--- src/rtl/reaction_round_ctrl_if.sv ---
// rtl/reaction_round_ctrl_if.sv - button/counter handshake bundle for the reaction round controller
interface reaction_round_ctrl_if;

    // Timebase and button conditioning inputs
    logic tick;
    logic start_btn;
    logic stop_btn;

    // Status returned by the delay counter
    logic error_long_delay;
    logic record_wait_done;

    // Counter controls
    logic time_clr;
    logic record_wait;
    logic stop;

    // Indicators
    logic led_go;
    logic disp_en;
    logic err_early;
    logic err_long;
    logic busy;

    // Controller side
    modport master (
        input  tick,
        input  start_btn,
        input  stop_btn,
        input  error_long_delay,
        input  record_wait_done,
        output time_clr,
        output record_wait,
        output stop,
        output led_go,
        output disp_en,
        output err_early,
        output err_long,
        output busy
    );

    // Environment side (buttons, counter, display)
    modport slave (
        output tick,
        output start_btn,
        output stop_btn,
        output error_long_delay,
        output record_wait_done,
        input  time_clr,
        input  record_wait,
        input  stop,
        input  led_go,
        input  disp_en,
        input  err_early,
        input  err_long,
        input  busy
    );

endinterface

--- src/rtl/reaction_round_ctrl.sv ---
// rtl/reaction_round_ctrl.sv - reaction timer round sequencer with random pre-delay
module reaction_round_ctrl #(
    parameter int WAIT_MIN        = 1000,
    parameter int WAIT_RANGE_BITS = 10,
    parameter int CNT_W           = 12
) (
    input  logic                   clk,
    input  logic                   rst,
    reaction_round_ctrl_if.master  bus
);

    localparam logic [15:0]      LFSR_SEED  = 16'hACE1;
    localparam logic [CNT_W-1:0] WAIT_MIN_C = CNT_W'(WAIT_MIN);
    localparam logic [CNT_W-1:0] CNT_ONE    = CNT_W'(1);

    // One-hot so that a corrupted state register is detectable and recovers to IDLE
    typedef enum logic [7:0] {
        IDLE      = 8'b0000_0001,
        CLEAR     = 8'b0000_0010,
        RAND_WAIT = 8'b0000_0100,
        TIMING    = 8'b0000_1000,
        STOPPING  = 8'b0001_0000,
        DONE      = 8'b0010_0000,
        ERR_EARLY = 8'b0100_0000,
        ERR_LONG  = 8'b1000_0000
    } state_t;

    state_t             state;
    state_t             state_nxt;

    logic               start_q;
    logic               stop_q;
    logic               start_rise;
    logic               stop_rise;

    logic [15:0]        lfsr;
    logic [CNT_W-1:0]   wait_cnt;
    logic [CNT_W-1:0]   wait_load;

    logic               time_clr_r;
    logic               record_wait_r;
    logic               stop_r;
    logic               led_go_r;
    logic               disp_en_r;
    logic               err_early_r;
    logic               err_long_r;
    logic               busy_r;

    // Random pre-delay: fixed minimum plus the low LFSR bits
    assign wait_load = WAIT_MIN_C + CNT_W'(lfsr[WAIT_RANGE_BITS-1:0]);

    // Button edge detectors; history resets to 1 so a button held through reset gives no edge
    always_ff @(posedge clk) begin
        if (rst) begin
            start_q    <= 1'b1;
            stop_q     <= 1'b1;
            start_rise <= 1'b0;
            stop_rise  <= 1'b0;
        end else begin
            start_q    <= bus.start_btn;
            stop_q     <= bus.stop_btn;
            start_rise <= bus.start_btn & ~start_q;
            stop_rise  <= bus.stop_btn & ~stop_q;
        end
    end

    // Free-running 16-bit Fibonacci LFSR (taps 16,14,13,11), right-shifting form
    always_ff @(posedge clk) begin
        if (rst) begin
            lfsr <= LFSR_SEED;
        end else begin
            lfsr <= {lfsr[0] ^ lfsr[2] ^ lfsr[3] ^ lfsr[5], lfsr[15:1]};
        end
    end

    // Next-state selection; priorities: early stop over expiry, overflow over stop
    always_comb begin
        state_nxt = state;
        case (state)
            IDLE: begin
                if (start_rise) begin
                    state_nxt = CLEAR;
                end
            end
            CLEAR: begin
                state_nxt = RAND_WAIT;
            end
            RAND_WAIT: begin
                if (stop_rise) begin
                    state_nxt = ERR_EARLY;
                end else if (bus.tick && (wait_cnt == CNT_ONE)) begin
                    state_nxt = TIMING;
                end
            end
            TIMING: begin
                if (bus.error_long_delay) begin
                    state_nxt = ERR_LONG;
                end else if (stop_rise) begin
                    state_nxt = STOPPING;
                end
            end
            STOPPING: begin
                if (bus.record_wait_done) begin
                    state_nxt = DONE;
                end
            end
            DONE, ERR_EARLY, ERR_LONG: begin
                if (start_rise) begin
                    state_nxt = CLEAR;
                end
            end
            default: begin
                state_nxt = IDLE;
            end
        endcase
    end

    // State, pre-delay counter and outputs registered together; outputs decode the state being entered
    always_ff @(posedge clk) begin
        if (rst) begin
            state         <= IDLE;
            wait_cnt      <= '0;
            time_clr_r    <= 1'b0;
            record_wait_r <= 1'b0;
            stop_r        <= 1'b0;
            led_go_r      <= 1'b0;
            disp_en_r     <= 1'b0;
            err_early_r   <= 1'b0;
            err_long_r    <= 1'b0;
            busy_r        <= 1'b0;
        end else begin
            state <= state_nxt;

            if (state == CLEAR) begin
                wait_cnt <= wait_load;
            end else if ((state == RAND_WAIT) && bus.tick && (wait_cnt != '0)) begin
                wait_cnt <= wait_cnt - CNT_ONE;
            end

            time_clr_r    <= (state_nxt == CLEAR);
            record_wait_r <= (state_nxt == TIMING);
            led_go_r      <= (state_nxt == TIMING);
            stop_r        <= (state_nxt == STOPPING) || (state_nxt == DONE) ||
                             (state_nxt == ERR_EARLY) || (state_nxt == ERR_LONG);
            disp_en_r     <= (state_nxt == DONE);
            err_early_r   <= (state_nxt == ERR_EARLY);
            err_long_r    <= (state_nxt == ERR_LONG);
            busy_r        <= (state_nxt == CLEAR) || (state_nxt == RAND_WAIT) ||
                             (state_nxt == TIMING) || (state_nxt == STOPPING);
        end
    end

    assign bus.time_clr    = time_clr_r;
    assign bus.record_wait = record_wait_r;
    assign bus.stop        = stop_r;
    assign bus.led_go      = led_go_r;
    assign bus.disp_en     = disp_en_r;
    assign bus.err_early   = err_early_r;
    assign bus.err_long    = err_long_r;
    assign bus.busy        = busy_r;

endmodule
--- src/flat_wrapper.sv ---
// flat-port wrapper written by rule: the top's interface ports become plain ports
module reaction_round_ctrl_flat 
#(
    parameter int WAIT_MIN        = 1000,
    parameter int WAIT_RANGE_BITS = 10,
    parameter int CNT_W           = 12
)
  (clk, rst, bus_tick, bus_start_btn, bus_stop_btn, bus_error_long_delay, bus_record_wait_done, bus_time_clr, bus_record_wait, bus_stop, bus_led_go, bus_disp_en, bus_err_early, bus_err_long, bus_busy);
  reaction_round_ctrl_if bus_i ();
  input  logic clk;
  input  logic rst;
  input wire logic [$bits(bus_i.tick)-1:0] bus_tick;
  input wire logic [$bits(bus_i.start_btn)-1:0] bus_start_btn;
  input wire logic [$bits(bus_i.stop_btn)-1:0] bus_stop_btn;
  input wire logic [$bits(bus_i.error_long_delay)-1:0] bus_error_long_delay;
  input wire logic [$bits(bus_i.record_wait_done)-1:0] bus_record_wait_done;
  output wire logic [$bits(bus_i.time_clr)-1:0] bus_time_clr;
  output wire logic [$bits(bus_i.record_wait)-1:0] bus_record_wait;
  output wire logic [$bits(bus_i.stop)-1:0] bus_stop;
  output wire logic [$bits(bus_i.led_go)-1:0] bus_led_go;
  output wire logic [$bits(bus_i.disp_en)-1:0] bus_disp_en;
  output wire logic [$bits(bus_i.err_early)-1:0] bus_err_early;
  output wire logic [$bits(bus_i.err_long)-1:0] bus_err_long;
  output wire logic [$bits(bus_i.busy)-1:0] bus_busy;
  assign bus_i.tick = bus_tick;
  assign bus_i.start_btn = bus_start_btn;
  assign bus_i.stop_btn = bus_stop_btn;
  assign bus_i.error_long_delay = bus_error_long_delay;
  assign bus_i.record_wait_done = bus_record_wait_done;
  assign bus_time_clr = bus_i.time_clr;
  assign bus_record_wait = bus_i.record_wait;
  assign bus_stop = bus_i.stop;
  assign bus_led_go = bus_i.led_go;
  assign bus_disp_en = bus_i.disp_en;
  assign bus_err_early = bus_i.err_early;
  assign bus_err_long = bus_i.err_long;
  assign bus_busy = bus_i.busy;
  reaction_round_ctrl #(.WAIT_MIN(WAIT_MIN), .WAIT_RANGE_BITS(WAIT_RANGE_BITS), .CNT_W(CNT_W)) u_core (.clk(clk), .rst(rst), .bus(bus_i));
endmodule
--- config.mk ---
export PLATFORM = sky130hd
export DESIGN_NAME = reaction_round_ctrl_flat
export DESIGN_NICKNAME = d
export VERILOG_FILES = /design/src/rtl/reaction_round_ctrl_if.sv /design/src/rtl/reaction_round_ctrl.sv /design/src/flat_wrapper.sv
export SDC_FILE = /design/constraint.sdc
export NUM_CORES = 1
export LEC_CHECK = 0
export BUFFER_PORTS_ARGS = -buffer_cell sky130_fd_sc_hd__buf_2
export CORE_MARGIN = 2
export CORE_UTILIZATION = 55
export CTS_CLUSTER_SIZE = 40
export DETAILED_ROUTE_END_ITERATION = 8
export GPL_TIMING_DRIVEN = 1
export MAX_ROUTING_LAYER = met4
export PLACE_DENSITY = 0.74
export SLEW_MARGIN = 20
export SYNTH_ARGS = -nofsm -noshare
export SYNTH_HDL_FRONTEND = slang
export SYNTH_SLANG_ARGS = --single-unit
--- constraint.sdc ---
create_clock -name clk -period 2.25 [get_ports clk]
set_clock_uncertainty 0.1 [all_clocks]
set_input_delay 0.3375 -clock clk [delete_from_list [all_inputs] [get_ports clk]]
set_output_delay 0.3375 -clock clk [all_outputs]
set_load 0.02 [all_outputs]
==> summary.txt <==
Clocking
  • Clock sink count: 47
  • CTS clk-pin slew, worst paths: 100 ps
  • Clock root cell: clkbuf_8
  • Clock Path Buffers: 2
  • H-tree Lvls: 2
  • Post-CTS Resized: 0
  • Post-CTS setup buffer count: 0
  • CTS hold repair buffers: 0
  • Clk_lat worst skew: 310 ps
  • CTS tree: yes
  • CTS buffer count: 5

Finish
  • N_diodes: 0
  • Most flops, register: u_core.lfsr
  • Max reg flops: 16
  • Area delta synth->final: 9.27%
  • Final Net Count: 249
  • Biggest regs: u_core.lfsr x16, u_core.wait_cnt x12, u_core.state x8
  • Share of cells above drive strength 1: 20.1%

Detailed routing
  • Wire length per cell: 13.9 um
  • Via/cell ratio: 5.55
  • Total routed wirelength: 3990 um
  • Routed Antenna Nets: 0
  • DRT iter0 DRCs: 124
  • Residual DRC count: 0
  • Total number of vias: 1593
  • DR pass1 iterations: 4

Power and ir drop
  • Max IR drop VDD: 0.498 mV
  • Pwr Total: 1530 uW
  • Power Dens Cells: 656 nW/um^2
  • LEAKAGE: 0.000912 uW

STA
  • Final Hold Viols: 0
  • Setup_tns: 0 ps
  • Min Clock Period, post-route: 2090 ps
  • RSZ-0062 raised after global routing: yes
  • Finish-stage setup viols: 0
  • Final period utilization: 92.9%
  • Max-slew headroom: 56.1%
  • Worst slew pin tran: 642 ps
  • Max Slew Vio Count: 0
  • Peak Freq: 479 MHz

Yosys
  • Largest family of logic cells by synthesized area: simple AND/OR/NAND/NOR gates
  • Simple-gate portion of the synthesized area: 30.2%
  • Netlist cell types: 47
  • Post-synth EDFFs: 0
  • Async set-reset flop share out of synthesis: 0%
  • Cell count after synthesis: 225
  • Count leader, synth: dfxtp_1
  • Main synth FF type: dfxtp_1
  • Synth Area in Adders: 2.35%
  • Synth area leader: dfxtp_1
  • Number of synthesized register bits: 47
  • Ys Warns: 0
  • Post-synthesis xor/xnor area fraction: 8.63%
  • Top cells by area in the synthesized netlist: dfxtp_1 44%, xnor2_1 5.3%, nor2_1 3.9%
  • Synth top area share: 44.1%
  • Post-Syn Area: 2130 um^2
  • Mux cell area share after synthesis: 0%
  • Syn Nets: 236
  • Sequential share of the synthesized area: 44.1%
  • Synth Area in Compound Gates: 10.9%
  • Syn avg cell area: 9.48 um^2
  • Synth cell count leaders: 47 x dfxtp_1, 22 x nor2_1, 13 x xnor2_1

Die
  • Core area: 3690 um^2
  • Full die area: 4390 um^2
  • I/O pins: 15
  • DIE WIDTH: 66.3 um
  • Initial Util: 57.8%
  • Die Ht: 66.3 um
  • Rows: 22

Worst setup path
  • Family with the most delay on the worst path: simple AND/OR/NAND/NOR gates
  • WP buf/inv: 1
  • Worst setup SP type: register
  • Crit-path cells: inv_1 > ha_1 > nor2b_1 > and4b_1 > nor4_1 > xnor2_1 > a211oi_1
  • Slowest cell on the critical path: dfxtp_1
  • Worst-path maximum fanout: 14
  • Arr. time, crit path: 2200 ps
  • Critical Path Sink Type: register
  • Largest stage delay, worst path: 380 ps
  • Crit Path Category: reg -> reg
  • Req. time, crit path: 2360 ps

Placement
  • Post-DP HPWL: 2740 um
  • # port buffers: 14
  • GP Congestion: 0.908

Flow run
  • Max_cap viols: 0

Global route
  • Global-route wire length before repair: 6780 um
  • Largest net degree at the start of global routing: 39
  • Total gr overflow: 0
  • Number of global-route vias before repair: 1430
  • Initial antenna violation count: 0
  • GR Util All Layers: 20.8%

Outcome
  • Status: finished clean

Worst hold path
  • Hold crit path type: in -> reg
==> area by class of cell <==
cell class              count  area (um^2)
clock buffers               5         68.8
clock inverters             3         26.3
fillers                   327         1360
inverters                   4         15.0
multi-input cells         161         1110
flip-flops and latches     47          941
well taps                  48         60.1
repair buffers             19          108
==> per-layer routing <==
metal,wire length [um],GRT usage [%],vias to the layer above
met4,57,6.63,0
met5,0,-,-
met3,255,6.30,7
met2,1650,28.2,45
met1,2030,29.3,720
li1,-,-,821
==> final timing paths <==
path | startpoint | end | cells after the start | slack, ps
worst max register to register | u_core.wait_cnt[0] | u_core.wait_cnt[8] | 7 | 160
worst min-delay path | bus_stop_btn | u_core.stop_q | 2 | 130
worst max-delay path | u_core.wait_cnt[0] | u_core.wait_cnt[8] | 7 | 160
worst min register to register | u_core.stop_q | u_core.stop_rise | 1 | 290
==> per-stage QoR <==
step,hold WS [ps],util (%),cell area (um^2),setup WS (ps),std cells
final,126,63.2,2330,161,287
after CTS,125,63.2,2330,142,287
after detailed placement,282,60.6,2230,211,279
after global routing,132,63.2,2330,-17.6,287
after global placement,278,60.6,2230,252,279
after floorplan,273,-,2130,444,225
==> cells in the final DEF, fill, tap and decap left out, types with 2 or more instances in the layout <==
| cell type | instances |
|---|---|
| buf_4 | 5 |
| nand2b_1 | 2 |
| inv_1 | 4 |
| or2_2 | 10 |
| nand3b_1 | 2 |
| xnor2_1 | 13 |
| xor2_1 | 8 |
| nor4_2 | 5 |
| a211oi_1 | 7 |
| dfxtp_1 | 47 |
| buf_2 | 14 |
| nor2b_1 | 11 |
| nor4b_1 | 3 |
| a21o_1 | 2 |
| nand4_2 | 2 |
| nand4b_1 | 2 |
| nor2_1 | 22 |
| inv_6 | 2 |
| ha_1 | 4 |
| or3_1 | 2 |
| and3b_1 | 3 |
| nor4_1 | 6 |
| a31oi_1 | 2 |
| nand3_1 | 2 |
| nor3b_1 | 3 |
| o21ai_0 | 4 |
| clkbuf_8 | 5 |
| nand2_1 | 10 |
| a21oi_1 | 11 |
| nor3_1 | 8 |
==> power breakdown <==
| part | switching, uW | internal, uW |
|---|---|---|
| logic | 59.2 | 51.1 |
| clock network | 307 | 229 |
| registers | 23.8 | 859 |
| total | 390 | 1140 |
==> kinds of logic (layout without fill, tap and decap cells) <==
| group | count (synthesis) | in the layout |
|---|---|---|
| compound gates | 35 | 35 |
| xor+xnor | 21 | 21 |
| fa+ha+maj | 4 | 4 |
| buf+inv | 17 | 31 |
| flops | 47 | 47 |
| simple gates | 101 | 101 |
No activity file was read; power rests on OpenSTA's default activity.
